===== src/rtl/bt_uart_rx_fifo_pkg.sv =====
// Shared definitions for the Bluetooth UART receive path: parity modes, receiver states, frame sizing.
package bt_uart_pkg;

    localparam int PAR_NONE = 0;
    localparam int PAR_EVEN = 1;
    localparam int PAR_ODD  = 2;

    typedef enum logic [2:0] {
        IDLE,
        START,
        DATA,
        PAR,
        STOP
    } rx_state_t;

    // Start + data + optional parity + stop.
    function automatic int frame_bits(input int data_bits, input int parity);
        return 2 + data_bits + ((parity != PAR_NONE) ? 1 : 0);
    endfunction

endpackage


===== src/rtl/bt_uart_rx_fifo_if.sv =====
// Receiver bus: serial line in, valid/ready character drain, occupancy and fault flags out.
interface bt_uart_rx_fifo_if #(
    parameter int DATA_BITS  = 8,
    parameter int FIFO_DEPTH = 16
);
    localparam int CW = $clog2(FIFO_DEPTH) + 1;

    logic                 Rx;
    logic [DATA_BITS-1:0] RxData;
    logic                 RxValid;
    logic                 RxReady;
    logic [CW-1:0]        FifoCount;
    logic                 FrameErr;
    logic                 ParityErr;
    logic                 Overflow;
    logic                 ErrClr;
    logic                 Timeout;

    modport master (
        input  Rx, RxReady, ErrClr,
        output RxData, RxValid, FifoCount, FrameErr, ParityErr, Overflow, Timeout
    );

    modport slave (
        output Rx, RxReady, ErrClr,
        input  RxData, RxValid, FifoCount, FrameErr, ParityErr, Overflow, Timeout
    );
endinterface


===== src/rtl/bt_uart_rx_fifo_sync_fifo.sv =====
// Show-ahead synchronous FIFO: head visible on dat_o with zero read latency, write lands next cycle.
// Push on full is ignored unless a pop happens in the same cycle; pop on empty is ignored.
module bt_sync_fifo #(
    parameter int WIDTH = 8,
    parameter int DEPTH = 16
) (
    input  logic                     clk_i,
    input  logic                     rst_i,
    input  logic                     push_i,
    input  logic [WIDTH-1:0]         push_dat_i,
    input  logic                     pop_i,
    output logic [WIDTH-1:0]         dat_o,
    output logic                     full_o,
    output logic                     empty_o,
    output logic [$clog2(DEPTH):0]   count_o
);
    localparam int AW = $clog2(DEPTH);
    localparam int CW = AW + 1;

    logic [WIDTH-1:0] mem_q [DEPTH];
    logic [AW-1:0]    wr_ptr_q, rd_ptr_q;
    logic [CW-1:0]    count_q;
    logic             do_push, do_pop;

    assign full_o  = (count_q == CW'(DEPTH));
    assign empty_o = (count_q == '0);
    assign do_pop  = pop_i && !empty_o;
    // A full FIFO still accepts a write when the head leaves in the same cycle.
    assign do_push = push_i && (!full_o || do_pop);

    always_ff @(posedge clk_i or posedge rst_i) begin
        if (rst_i) begin
            wr_ptr_q <= '0;
            rd_ptr_q <= '0;
            count_q  <= '0;
        end else begin
            if (do_push) wr_ptr_q <= wr_ptr_q + 1'b1;
            if (do_pop)  rd_ptr_q <= rd_ptr_q + 1'b1;
            if (do_push && !do_pop)      count_q <= count_q + 1'b1;
            else if (do_pop && !do_push) count_q <= count_q - 1'b1;
        end
    end

    always_ff @(posedge clk_i) begin
        if (do_push) mem_q[wr_ptr_q] <= push_dat_i;
    end

    assign dat_o   = empty_o ? '0 : mem_q[rd_ptr_q];
    assign count_o = count_q;
endmodule


===== src/rtl/bt_uart_rx_fifo.sv =====
// UART receiver with free-running baud ticks feeding a show-ahead FIFO; BT_RX_TIMEOUT_EN adds an idle flush pulse.
// Good character reaches RxValid two cycles after its stop sample; a full FIFO drops it and sets Overflow.
module bt_uart_rx_fifo
    import bt_uart_pkg::*;
#(
    parameter int BAUD_DIV      = 651,
    parameter int OVERSAMPLE    = 16,
    parameter int DATA_BITS     = 8,
    parameter int PARITY        = 0,
    parameter int FIFO_DEPTH    = 16,
    parameter int TIMEOUT_CHARS = 4
) (
    input  logic              Clk,
    input  logic              Rst,
    bt_uart_rx_fifo_if.master bus
);
    localparam logic [15:0] TICK_LAST = 16'(BAUD_DIV - 1);
    localparam logic [4:0]  OS_HALF   = 5'(OVERSAMPLE / 2 - 1);
    localparam logic [4:0]  OS_FULL   = 5'(OVERSAMPLE - 1);
    localparam logic [3:0]  BIT_LAST  = 4'(DATA_BITS - 1);
    localparam logic        PAR_INV   = (PARITY == PAR_ODD);
    localparam int          TO_LIMIT  = TIMEOUT_CHARS * frame_bits(DATA_BITS, PARITY) * OVERSAMPLE;

    logic                 sync1_q, sync2_q, rx_prev_q;
    logic [15:0]          tick_cnt_q;
    rx_state_t            state_q, state_d;
    logic [4:0]           os_cnt_q, os_cnt_d;
    logic [3:0]           bit_cnt_q, bit_cnt_d;
    logic [DATA_BITS-1:0] shift_q, shift_d;
    logic                 bad_q, bad_d;
    logic                 push_vld_q, push_vld_d;
    logic                 frame_err_q, frame_err_d;
    logic                 parity_err_q, parity_err_d;
    logic                 overflow_q, overflow_d;
    logic                 tick, rx_fall, sample_now, pop, fifo_full, fifo_empty;

    assign tick       = (tick_cnt_q == TICK_LAST);
    assign rx_fall    = rx_prev_q & ~sync2_q;
    assign sample_now = tick && (os_cnt_q == ((state_q == START) ? OS_HALF : OS_FULL));
    assign pop        = bus.RxReady && !fifo_empty;

    always_comb begin
        state_d      = state_q;
        os_cnt_d     = os_cnt_q;
        bit_cnt_d    = bit_cnt_q;
        shift_d      = shift_q;
        bad_d        = bad_q;
        push_vld_d   = 1'b0;
        frame_err_d  = frame_err_q & ~bus.ErrClr;
        parity_err_d = parity_err_q & ~bus.ErrClr;
        overflow_d   = overflow_q & ~bus.ErrClr;

        if (tick && state_q != IDLE) os_cnt_d = sample_now ? '0 : os_cnt_q + 5'd1;

        case (state_q)
            IDLE: if (rx_fall) begin
                state_d  = START;
                os_cnt_d = '0;
                bad_d    = 1'b0;
            end
            START: if (sample_now) begin
                state_d   = sync2_q ? IDLE : DATA;
                bit_cnt_d = '0;
            end
            DATA: if (sample_now) begin
                shift_d = {sync2_q, shift_q[DATA_BITS-1:1]};
                if (bit_cnt_q == BIT_LAST) state_d = (PARITY != PAR_NONE) ? PAR : STOP;
                else                       bit_cnt_d = bit_cnt_q + 4'd1;
            end
            PAR: if (sample_now) begin
                if (sync2_q != ((^shift_q) ^ PAR_INV)) begin
                    bad_d        = 1'b1;
                    parity_err_d = 1'b1;
                end
                state_d = STOP;
            end
            STOP: if (sample_now) begin
                if (!sync2_q)   frame_err_d = 1'b1;
                else if (!bad_q) push_vld_d = 1'b1;
                state_d = IDLE;
            end
            default: state_d = IDLE;
        endcase

        if (push_vld_q && fifo_full && !pop) overflow_d = 1'b1;
    end

    always_ff @(posedge Clk or posedge Rst) begin
        if (Rst) begin
            sync1_q      <= 1'b1;
            sync2_q      <= 1'b1;
            rx_prev_q    <= 1'b1;
            tick_cnt_q   <= '0;
            state_q      <= IDLE;
            os_cnt_q     <= '0;
            bit_cnt_q    <= '0;
            shift_q      <= '0;
            bad_q        <= 1'b0;
            push_vld_q   <= 1'b0;
            frame_err_q  <= 1'b0;
            parity_err_q <= 1'b0;
            overflow_q   <= 1'b0;
        end else begin
            sync1_q      <= bus.Rx;
            sync2_q      <= sync1_q;
            rx_prev_q    <= sync2_q;
            tick_cnt_q   <= tick ? '0 : tick_cnt_q + 16'd1;
            state_q      <= state_d;
            os_cnt_q     <= os_cnt_d;
            bit_cnt_q    <= bit_cnt_d;
            shift_q      <= shift_d;
            bad_q        <= bad_d;
            push_vld_q   <= push_vld_d;
            frame_err_q  <= frame_err_d;
            parity_err_q <= parity_err_d;
            overflow_q   <= overflow_d;
        end
    end

    // shift_q holds the finished character until the next frame reaches DATA.
    bt_sync_fifo #(
        .WIDTH (DATA_BITS),
        .DEPTH (FIFO_DEPTH)
    ) u_fifo (
        .clk_i      (Clk),
        .rst_i      (Rst),
        .push_i     (push_vld_q),
        .push_dat_i (shift_q),
        .pop_i      (bus.RxReady),
        .dat_o      (bus.RxData),
        .full_o     (fifo_full),
        .empty_o    (fifo_empty),
        .count_o    (bus.FifoCount)
    );

    assign bus.RxValid   = !fifo_empty;
    assign bus.FrameErr  = frame_err_q;
    assign bus.ParityErr = parity_err_q;
    assign bus.Overflow  = overflow_q;

`ifdef BT_RX_TIMEOUT_EN
    logic [31:0] idle_cnt_q;
    logic        timeout_q;

    always_ff @(posedge Clk or posedge Rst) begin
        if (Rst) begin
            idle_cnt_q <= '0;
            timeout_q  <= 1'b0;
        end else begin
            timeout_q <= 1'b0;
            if (push_vld_q || pop) begin
                idle_cnt_q <= '0;
            end else if (tick && idle_cnt_q < 32'(TO_LIMIT)) begin
                idle_cnt_q <= idle_cnt_q + 32'd1;
                timeout_q  <= !fifo_empty && (idle_cnt_q == 32'(TO_LIMIT - 1));
            end
        end
    end

    assign bus.Timeout = timeout_q;
`else
    // TO_LIMIT is always positive, so Timeout is held low.
    assign bus.Timeout = (TO_LIMIT < 0);
`endif
endmodule


===== src/flat_wrapper.sv =====
// flat-port wrapper written by rule: the top's interface ports become plain ports
module bt_uart_rx_fifo_flat import bt_uart_pkg::*;
#(
    parameter int BAUD_DIV      = 651,
    parameter int OVERSAMPLE    = 16,
    parameter int DATA_BITS     = 8,
    parameter int PARITY        = 0,
    parameter int FIFO_DEPTH    = 16,
    parameter int TIMEOUT_CHARS = 4
)
  (Clk, Rst, bus_Rx, bus_RxReady, bus_ErrClr, bus_RxData, bus_RxValid, bus_FifoCount, bus_FrameErr, bus_ParityErr, bus_Overflow, bus_Timeout);
  bt_uart_rx_fifo_if #(.DATA_BITS(DATA_BITS), .FIFO_DEPTH(FIFO_DEPTH)) bus_i ();
  input  logic Clk;
  input  logic Rst;
  input wire logic [$bits(bus_i.Rx)-1:0] bus_Rx;
  input wire logic [$bits(bus_i.RxReady)-1:0] bus_RxReady;
  input wire logic [$bits(bus_i.ErrClr)-1:0] bus_ErrClr;
  output wire logic [$bits(bus_i.RxData)-1:0] bus_RxData;
  output wire logic [$bits(bus_i.RxValid)-1:0] bus_RxValid;
  output wire logic [$bits(bus_i.FifoCount)-1:0] bus_FifoCount;
  output wire logic [$bits(bus_i.FrameErr)-1:0] bus_FrameErr;
  output wire logic [$bits(bus_i.ParityErr)-1:0] bus_ParityErr;
  output wire logic [$bits(bus_i.Overflow)-1:0] bus_Overflow;
  output wire logic [$bits(bus_i.Timeout)-1:0] bus_Timeout;
  assign bus_i.Rx = bus_Rx;
  assign bus_i.RxReady = bus_RxReady;
  assign bus_i.ErrClr = bus_ErrClr;
  assign bus_RxData = bus_i.RxData;
  assign bus_RxValid = bus_i.RxValid;
  assign bus_FifoCount = bus_i.FifoCount;
  assign bus_FrameErr = bus_i.FrameErr;
  assign bus_ParityErr = bus_i.ParityErr;
  assign bus_Overflow = bus_i.Overflow;
  assign bus_Timeout = bus_i.Timeout;
  bt_uart_rx_fifo #(.BAUD_DIV(BAUD_DIV), .OVERSAMPLE(OVERSAMPLE), .DATA_BITS(DATA_BITS), .PARITY(PARITY), .FIFO_DEPTH(FIFO_DEPTH), .TIMEOUT_CHARS(TIMEOUT_CHARS)) u_core (.Clk(Clk), .Rst(Rst), .bus(bus_i));
endmodule

===== config.mk =====
export PLATFORM = sky130hd
export DESIGN_NAME = bt_uart_rx_fifo_flat
export DESIGN_NICKNAME = d
export VERILOG_FILES = /design/src/rtl/bt_uart_rx_fifo_pkg.sv /design/src/rtl/bt_uart_rx_fifo_if.sv /design/src/rtl/bt_uart_rx_fifo_sync_fifo.sv /design/src/rtl/bt_uart_rx_fifo.sv /design/src/flat_wrapper.sv
export SDC_FILE = /design/constraint.sdc
export NUM_CORES = 1
export LEC_CHECK = 0
export BUFFER_PORTS_ARGS = -buffer_cell sky130_fd_sc_hd__buf_2
export CORE_MARGIN = 5
export CORE_UTILIZATION = 37
export CTS_CLUSTER_DIAMETER = 50
export DETAILED_ROUTE_END_ITERATION = 6
export GPL_TIMING_DRIVEN = 0
export PLACE_DENSITY = 0.53
export SYNTH_ARGS = -nofsm -noshare
export SYNTH_HDL_FRONTEND = slang
export SYNTH_SLANG_ARGS = --single-unit

===== constraint.sdc =====
create_clock -name Clk -period 8.28 [get_ports Clk]
set_input_delay 0.414 -clock Clk [delete_from_list [all_inputs] [get_ports Clk]]
set_output_delay 0.414 -clock Clk [all_outputs]
set_load 0.005 [all_outputs]

=== Word level (Yosys, flattened, before mapping) ===
Memories as Yosys holds them, arrays and structs flattened.
Index checks and enable logic that the tools add are counted.

* Flip-flop bits (word level): 57
* Memory bits (writable): 128
* Bits of input ports: 5
* Output and inout port bits: 18
* Word-level logic and storage cells: 109
* Memories kept: 1

* Add/subtract/negate cells: 7
* Eq/ne operators: 17
* Muxes and demuxes: 38
* Bitwise gates (word level): 6
* Reduce and logical (&&, ||, !) cells: 24

{| class="wikitable"
|+ Memories
! memory !! words !! width !! rd ports !! clocked after memory_dff !! write ports !! line !! text
|-
| u_core.u_fifo.mem_q || 16 || 8 || 1 || 0 || 1 || bt_uart_rx_fifo_sync_fifo.sv:20 || <nowiki>logic [WIDTH-1:0] mem_q [DEPTH];</nowiki>
|}

{| class="wikitable"
|+ Operators with widths
! operator !! number
|-
| $mux 5 || 6
|-
| $mux 3 || 6
|-
| $add 16x1->16 const B || 1
|-
| $eq 16x10->1 const B || 1
|-
| $mux 1 || 16
|-
| $mux 16 || 1
|-
| $mux 4 || 4
|-
| $pmux 3 s5 || 1
|-
| $ne 2x1->1 const B || 7
|-
| $add 4x1->4 const B || 3
|-
| $add 5x1->5 const B || 2
|-
| $logic_and 1x1->1 || 8
|-
| $mux 8 || 1
|-
| $pmux 4 s2 || 1
|-
| $reduce_and 4->1 || 2
|-
| $reduce_xor 8->1 || 1
|-
| $eq 3x2->1 const B || 2
|-
| $reduce_and 6->1 || 1
|-
| $reduce_bool 2->1 || 3
|-
| $eq 5x5->1 || 1
|-
| $eq 5x5->1 const B || 1
|-
| $logic_not 5->1 || 1
|-
| $sub 5x1->5 const B || 1
|-
| $and 1x1->1 || 4
|-
| 13 further kinds || 17
|}

=== Depth between registers and ports, before layout ===
Gate-level depths: netlist (run 1).

* Word-level depth: 9
* Gate-level depth with buffers: 13
* Gate-level depth less buffers: 12

=== By module ===
A second synthesis (run 1) with hierarchy kept.

* Cells, all modules: 482
* Area total of the unflattened synthesis: 7865.0 µm²

{| class="wikitable"
|+ By module, submodules not included
! module !! instances !! cells each !! area an instance (µm²) !! seq. area each (µm²)
|-
| bt_sync_fifo || 1 || 299 || 5765.5 || 4169.0
|-
| bt_uart_rx_fifo || 1 || 183 || 2099.5 || 1104.8
|}

=== Worst setup path after synthesis (run 1) ===
Ideal clock, no wire load.

* Path type: register to register
* Start: register u_core.u_fifo.count_q[1], in the netlist u_core.u_fifo.count_o[1]
* End: register u_core.u_fifo.count_q[4], in the netlist u_core.u_fifo.count_o[4]
* Data arrival time: 2.526 ns
* Required time: 8.155 ns
* Path slack: 5.629 ns
* Cell stages (with the launch flop): 14
* Buffers on the path: 1
* Period minus slack after synthesis: 2.651 ns
* Cells stage by stage: dfrtp_1 -> nor4_1 -> nand2b_1 -> buf_4 -> and2_1 -> inv_2 -> ha_1 -> inv_1 -> fa_1 -> a21o_1 -> a21oi_1 -> xnor2_1 -> nor2_1 -> xor2_1

* Word-level cells in the longest chain between the ends: 8

{| class="wikitable"
|+ RTL lines
! element !! line !! text
|-
| from (decl) || bt_uart_rx_fifo_sync_fifo.sv:22 || <nowiki>logic [CW-1:0] count_q;</nowiki>
|-
| from (signal assigned) || bt_uart_rx_fifo_sync_fifo.sv:39 || <nowiki>if (do_push && !do_pop) count_q <= count_q + 1'b1;</nowiki>
|-
| from (signal assigned) || bt_uart_rx_fifo_sync_fifo.sv:40 || <nowiki>else if (do_pop && !do_push) count_q <= count_q - 1'b1;</nowiki>
|-
| $logic_not 5->1 * || bt_uart_rx_fifo_sync_fifo.sv:26 || <nowiki>assign empty_o = (count_q == '0);</nowiki>
|-
| $logic_not 1->1 * || - ||
|-
| via bus_RxValid || flat_wrapper.sv:19 || <nowiki>output wire logic [$bits(bus_i.RxValid)-1:0] bus_RxValid;</nowiki>
|-
| $logic_and 1x1->1 * || bt_uart_rx_fifo_sync_fifo.sv:27 || <nowiki>assign do_pop = pop_i && !empty_o;</nowiki>
|-
| $logic_or 1x1->1 || bt_uart_rx_fifo_sync_fifo.sv:29 || <nowiki>assign do_push = push_i && (!full_o || do_pop);</nowiki>
|-
| $logic_and 1x1->1 || bt_uart_rx_fifo_sync_fifo.sv:29 ||
|-
| $logic_not 1->1 || bt_uart_rx_fifo_sync_fifo.sv:40 ||
|-
| $logic_and 1x1->1 || bt_uart_rx_fifo_sync_fifo.sv:40 ||
|-
| $reduce_bool 2->1 (no source line) || - ||
|}

Mark *: on every way through the listed nets, which the timed path passes. The rest lies on a longest branch. The select of a mux whose other input is x is not followed.
A chain may end at the register's enable or synchronous reset.

=== Final worst setup path (run 1) ===
* Start: register u_core.u_fifo.count_q[1], in the netlist u_core.u_fifo.count_o[1]
* End: register u_core.u_fifo.count_q[4], in the netlist u_core.u_fifo.count_o[4]

* Word-level cells in the longest chain between the ends: 8

{| class="wikitable"
|+ RTL lines
! element !! line !! text
|-
| $logic_not 5->1 || bt_uart_rx_fifo_sync_fifo.sv:26 ||
|-
| $logic_not 1->1 || bt_uart_rx_fifo_sync_fifo.sv:27 ||
|-
| $logic_and 1x1->1 || bt_uart_rx_fifo_sync_fifo.sv:27 ||
|-
| $logic_or 1x1->1 * || bt_uart_rx_fifo_sync_fifo.sv:29 ||
|-
| $logic_and 1x1->1 * || bt_uart_rx_fifo_sync_fifo.sv:29 ||
|-
| via u_core.u_fifo.do_push || bt_uart_rx_fifo_sync_fifo.sv:23 || <nowiki>logic do_push, do_pop;</nowiki>
|-
| $logic_not 1->1 || bt_uart_rx_fifo_sync_fifo.sv:40 ||
|-
| $logic_and 1x1->1 || bt_uart_rx_fifo_sync_fifo.sv:40 ||
|-
| $reduce_bool 2->1 (no source line) || - ||
|}

Marks and branches as above.

==> results of run 1 <==
logic make-up after synthesis:
| family | synth area share (%) |
|---|---|
| muxes | 13.8 |
| buffers and inverters | 2.67 |
| other | 0.0473 |
| DFF | 66.5 |
| adders and majority gates | 2.31 |
| AOI/OAI and AO/OA | 2.45 |
| xor gates and xnor gates | 3.71 |
| and+or+nand+nor | 8.48 |
worst register-to-register path, delay by kind of cell (launching register included):
family          cells  cell delay [ns]
simple gates        4             0.87
fa+ha+maj           2             0.61
flops               1             0.45
buf+inv             2             0.40
compound gates      2             0.36
xor+xnor            2             0.28
synthesized netlist by cell type (all sizes together), types with 2 or more instances:
library cell / instances / area, um^2
mux4: 40 / 968
a21o: 2 / 15.0
nor2b: 4 / 25.0
a21oi: 5 / 25.0
o21ai: 8 / 40.0
nand3: 9 / 45.0
nand4: 10 / 62.6
mux2i: 2 / 23.8
o31ai: 2 / 15.0
nor3: 4 / 20.0
nor3b: 6 / 50.1
clkbuf: 4 / 18.8
o22ai: 2 / 12.5
nor4b: 2 / 23.8
or3: 2 / 12.5
nor2: 17 / 63.8
xnor2: 23 / 201
nand4b: 2 / 17.5
buf: 15 / 136
nand2b: 2 / 12.5
and2: 19 / 119
or4: 3 / 22.5
xor2: 8 / 70.1
dfrtp: 54 / 1350
edfxtp: 128 / 3840
mux2: 9 / 101
dfstp: 3 / 78.8
ha: 13 / 163
and4: 3 / 27.5
and3: 8 / 50.1
a22o: 4 / 35.0
nand2: 20 / 82.6
inv: 14 / 52.6
final cells by class:
cell class	count	share of cell area, %
plain buffers	19	1.71
clock buffers	17	4.70
clock inverters	15	2.29
inverters	15	0.622
multi-input cells	242	27.1
flip-flops and latches	185	58.3
well taps	275	3.80
repair buffers	23	1.49
metrics by stage:
| step | hold WS [ns] | instance area (um^2) |
|---|---|---|
| after global routing | 0.0575 | 9050 |
| after global placement | 0.347 | 8370 |
| after CTS | 0.0577 | 9040 |
| after floorplan | 0.345 | 7930 |
| final | 0.0794 | 9050 |
| after detailed placement | 0.349 | 8400 |
power groups by stage:
stage                     Clock, mW  Combinational (mW)  Sequential [mW]
final                         0.868              0.0240            0.982
after floorplan                   0              0.0171             1.00
after CTS                     0.887              0.0247            0.982
after global routing          0.928              0.0272            0.982
after detailed placement          0              0.0243             1.00
after global placement            0              0.0226             1.00
sequential cells by signal (all words and copies together) (netlist names), 3 cells and up:
| signal | flops |
|---|---|
| u_core.u_fifo.mem_q | 128 |
| u_core.tick_cnt_q | 16 |
| u_core.shift_q | 8 |
| u_core.os_cnt_q | 5 |
| u_core.u_fifo.count_o | 5 |
| u_core.bit_cnt_q | 4 |
| u_core.u_fifo.rd_ptr_q | 4 |
| u_core.u_fifo.wr_ptr_q | 4 |
| u_core.state_q | 3 |
repair_timing:
| action | CTS | global route |
|---|---|---|
| setup buffers | 0 | 0 |
| hold buffers | 1 | 0 |
| endpoints found under the setup margin | 0 | 0 |
| endpoints found under the hold margin | 14 | 0 |
per-layer routing:
metal,wire (um),vias to the layer above
li1,-,1872
met3,509,20
met2,7720,65
met5,0,-
met4,200,0
met1,7370,2074
worst max-delay path by stage:
stage                                           endpoint  slack [ns]  depth (start not counted)
floorplan           u_core.u_fifo.count_o[4]$_DFFE_PP0P_        5.63                         13
global placement    u_core.u_fifo.count_o[4]$_DFFE_PP0P_        5.18                         12
detailed placement  u_core.u_fifo.count_o[4]$_DFFE_PP0P_        5.17                         12
CTS                 u_core.u_fifo.count_o[4]$_DFFE_PP0P_        5.15                         12
global route        u_core.u_fifo.count_o[4]$_DFFE_PP0P_        4.84                         12
finish              u_core.u_fifo.count_o[4]$_DFFE_PP0P_        5.21                         12
==> reports/results.txt, run 1 <==
Req. time, crit path = 8.60 ns
Max-slew headroom = 18.7%
Die Width = 156 um
total power = 1.87 mW
max incr delay on CP = 0.45 ns
Psw = 0.395 mW
CTS clock-pin slew for the worst setup and hold paths = 0.07 ns
clock skew after layout = 0.00865 ns
Hold Crit Class = in -> reg
final setup vio count = 0
Fin. Hold Viols = 0
GP Congestion = 0.764
status = complete, no violations
Yosys cell types = 60
CTS buffer count = 17
FMAX = 326 MHz
# diodes = 0
Final WS setup = 5.21 ns
worst reg-to-reg setup slack = 5.21 ns
initial drt markers = 217
Switching Fraction = 21.1%
Leak = 3.77 nW
ys flop type = edfxtp_1
die area = 24400 um^2
met3 GRT Util = 3.40%
Critical Path AT = 3.39 ns
CTS root buffer = clkbuf_16
CP startpoint kind = flop
met1 usage = 18.4%
fin. max-slew vios = 0
grt peak-use layer = met2
Filler Cell Count = 1883
grt met2 use = 21.8%
Cell Count Post-Placement = 758
syn nets = 480
Routed wire per std cell = 20.0 um
Clock power frac = 46.3%
most common cell after layout, fill and taps aside = edfxtp_1
drt pass-1 iters = 4
Final Core Density = 42.9%
cell mode on critical path = ha_1
Tot GR Track Use = 13.6%
number of global-route vias before repair = 4149
max_cap viols = 0
core area = 21100 um^2
initial antenna violation count = 0
syn avg cell area = 17.2 um^2
most frequent cells in the layout = edfxtp_1 (128), dfrtp_1 (54), buf_2 (26)
Area growth, synth to finish = 14.2%
deepest clock path buffer count = 2
origin of the critical flop-to-flop path = u_core.u_fifo.count_o[1]$_DFFE_PP0P_
port bufs = 21
remaining antenna violation count = 0
Num Clock Sinks = 185
crit-path max FO = 8
worst hold stages = 1
Post-synth EDFFs = 128
Residual DRC = 0
crit end category = flop
sequential area share after synthesis = 66.5%
dpl ws = 5.17 ns
FFs w/ async S/R, synth = 30.8%
grt ovf = 0
cells along the critical path = nor4_1, nand3b_1, nand2_1, clkinv_1, ha_1, inv_1, ha_1, a21o_1, a21oi_1, xnor2_1, nor2_1, xor2_1
Row Count = 53
H-Tree Depth = 4
first-pass GRT wire length = 24700 um
register area = 5270 um^2
internal power = 1.48 mW
hold wc startpoint = bus_Rx
Hold Path Sink = u_core.sync1_q$_DFF_PP1_
detailed-route via count = 4031
synthesized flop and latch total = 185
Tmin final = 3.07 ns
share of cells above drive strength 1 = 22.3%
Post-Layout Cell Count = 791
cell class contributing the biggest share of worst-path delay = simple AND/OR/NAND/NOR gates
Yosys warning count = 0
Least-Margin Pin Slew = 1.22 ns
Final Cycle Share = 37.1%
post-DR vias/cell = 5.10
combinational fraction of design power = 1.3%
largest net degree at the start of global routing = 44
Worst setup startpoint = u_core.u_fifo.count_o[1]$_DFFE_PP0P_
hpwl dp = 10400 um
# IOs = 23
Setup TNS = 0 ns
VDD IR max = 0.151 mV
Power Density = 207 nW/um^2
Mapped Area = 7930 um^2
CP bufs+invs = 2
Starting Density = 37.6%
chip height = 156 um
r2r worst-path depth = 12
Slowest-stage cell, CP = dfrtp_1
post-CTS sizing = 0
CP Class = reg -> reg
Sequential Power Share = 52.4%
area occupied by multi-input gates = 2450 um^2
Syn Inst Count = 461
drt total wl = 15800 um
RSZ-0062 raised after global routing = no
Layout Nets = 522
r2r endpoint = u_core.u_fifo.count_o[4]$_DFFE_PP0P_
worst-skew pair later-pin latency = 0.43 ns
CTS tree = done
No activity file was read; power rests on OpenSTA's default activity.
==> run 2, diff against run 1 <==
- PLACE_DENSITY: 0.53 -> 0.55
- clock period: 8.28 -> 2.55 ns (I/O delays scaled with it)
==> reports/results.txt, run 2 (synthesis results as in run 1) <==
RSZ-0062 raised after global routing = yes
status = complete, but fails checks
Setup TNS = -0.0329 ns
Die Width = 156 um
worst reg-to-reg setup slack = 0.03 ns
Switching Fraction = 21.7%
most common cell after layout, fill and taps aside = edfxtp_1
die area = 24400 um^2
deepest clock path buffer count = 2
Power Density = 621 nW/um^2
detailed-route via count = 4106
Hold Crit Class = in -> reg
CTS root buffer = clkbuf_16
total power = 5.75 mW
Sequential Power Share = 55.5%
Critical Path AT = 2.44 ns
final setup vio count = 3
grt ovf = 0
Tmin final = 2.57 ns
fin. max-slew vios = 0
combinational fraction of design power = 1.4%
crit-path max FO = 8
CTS tree = done
Fin. Hold Viols = 0
drt pass-1 iters = 4
Layout Nets = 539
Max-slew headroom = 48.2%
number of global-route vias before repair = 4336
Req. time, crit path = 2.42 ns
WL met1 = 7180 um
largest net degree at the start of global routing = 33
Final WS setup = -0.0195 ns
internal power = 4.50 mW
Routed wire per std cell = 19.5 um
worst-skew pair later-pin latency = 0.43 ns
CTS buffer count = 17
GP Congestion = 0.747
Least-Margin Pin Slew = 0.774 ns
hpwl dp = 10400 um
initial antenna violation count = 0
metal3 WL = 439 um
chip height = 156 um
post-DR vias/cell = 5.08
crit end category = primary output
Num Clock Sinks = 185
max_cap viols = 0
Area growth, synth to finish = 16.8%
# diodes = 0
Largest Register = u_core.u_fifo.mem_q
Starting Density = 37.6%
Cell Count Post-Placement = 760
r2r worst-path depth = 13
failing checks = negative setup slack
CP startpoint kind = flop
Psw = 1.25 mW
top flop regs = u_core.u_fifo.mem_q (128), u_core.tick_cnt_q (16), u_core.shift_q (8)
Worst setup startpoint = u_core.u_fifo.rd_ptr_q[0]$_DFFE_PP0N_
initial drt markers = 250
origin of the critical flop-to-flop path = u_core.u_fifo.count_o[2]$_DFFE_PP0P_
CTS clock-pin slew for the worst setup and hold paths = 0.07 ns
drt total wl = 15800 um
share of cells above drive strength 1 = 29.6%
Leak = 3.80 nW
Clock power frac = 43.1%
Largest register FFs = 128
H-Tree Depth = 4
top sig layer = met4
most frequent cells in the layout = edfxtp_1 (128), dfrtp_1 (51), mux4_2 (32)
wire length on met2 = 7970 um
clock skew after layout = 0.00867 ns
VDD IR max = 0.441 mV
hold wc startpoint = bus_RxReady
Row Count = 53
remaining antenna violation count = 0
Tot GR Track Use = 13.6%
CP Class = reg -> out
Final Cycle Share = 101%
first-pass GRT wire length = 25000 um
FMAX = 389 MHz
port bufs = 21
core area = 21100 um^2
worst hold stages = 4
# IOs = 23
Post-Layout Cell Count = 808
Residual DRC = 0
[run 2: cell type report]
| cell class | instances | area (um^2) |
|---|---|---|
| Tap cell | 275 | 344 |
| Timing Repair Buffer | 40 | 359 |
| Fill cell | 1872 | 11800 |
| Clock inverter | 15 | 133 |
| Sequential cell | 185 | 5280 |
| Clock buffer | 17 | 425 |
| Inverter | 15 | 63.8 |
| Multi-Input combinational cell | 242 | 2470 |
| Buffer | 19 | 178 |
[run 2: power groups by stage]
stage,registers [mW],logic [mW],clock network [mW]
after floorplan,3.25,0.0557,0
after global placement,3.25,0.0738,0
after detailed placement,3.25,0.0792,0
after CTS,3.19,0.0839,2.53
after global routing,3.19,0.0935,2.66
final,3.19,0.0824,2.48
[run 2: worst paths after layout]
path                                                              end
worst max-delay path                                    bus_RxData[0]
worst min-delay path            u_core.u_fifo.rd_ptr_q[0]$_DFFE_PP0N_
worst max register to register   u_core.u_fifo.count_o[4]$_DFFE_PP0P_
worst min register to register               u_core.sync2_q$_DFF_PP1_
max in group asynchronous             u_core.bit_cnt_q[3]$_DFFE_PP0P_
min in group asynchronous        u_core.u_fifo.count_o[3]$_DFFE_PP0P_
[run 2: metrics by stage]
stage | setup slack [ns] | util (%) | hold WS, ns | instance area [um^2]
CTS | -0.0667 | 43.0 | 0.0615 | 9070
detailed placement | -0.429 | 39.9 | 0.234 | 8420
floorplan | 0.000828 | - | 0.132 | 7930
global placement | -0.347 | 39.8 | 0.234 | 8380
global route | -0.119 | 43.9 | 0.138 | 9250
finish | -0.0195 | 43.9 | 0.130 | 9250
[run 2: timing repair]
| action | CTS | global route |
|---|---|---|
| gates cloned | 0 | 3 |
| buffers inserted | 5 | 5 |
| setup endpoints to repair | 12 | 10 |
| pin swaps | 2 | 18 |
| endpoints found under the hold margin | 32 | 0 |
| resized for setup | 26 | 19 |
| hold buffers | 3 | 0 |
[run 2: critical path, stage by stage (launching register included)]
cell and delay (ns):
dfrtp_1 0.40, buf_12 0.17, clkbuf_16 0.16, mux4_2 0.55, mux4_2 0.47, and2_4 0.15, buf_6 0.10
[run 2: metal layers]
metal | track usage (%) | vias up
li1 | - | 1898
met5 | 0 | -
met2 | 23.2 | 63
met1 | 17.6 | 2131
met4 | 4.46 | 0
met3 | 2.52 | 14
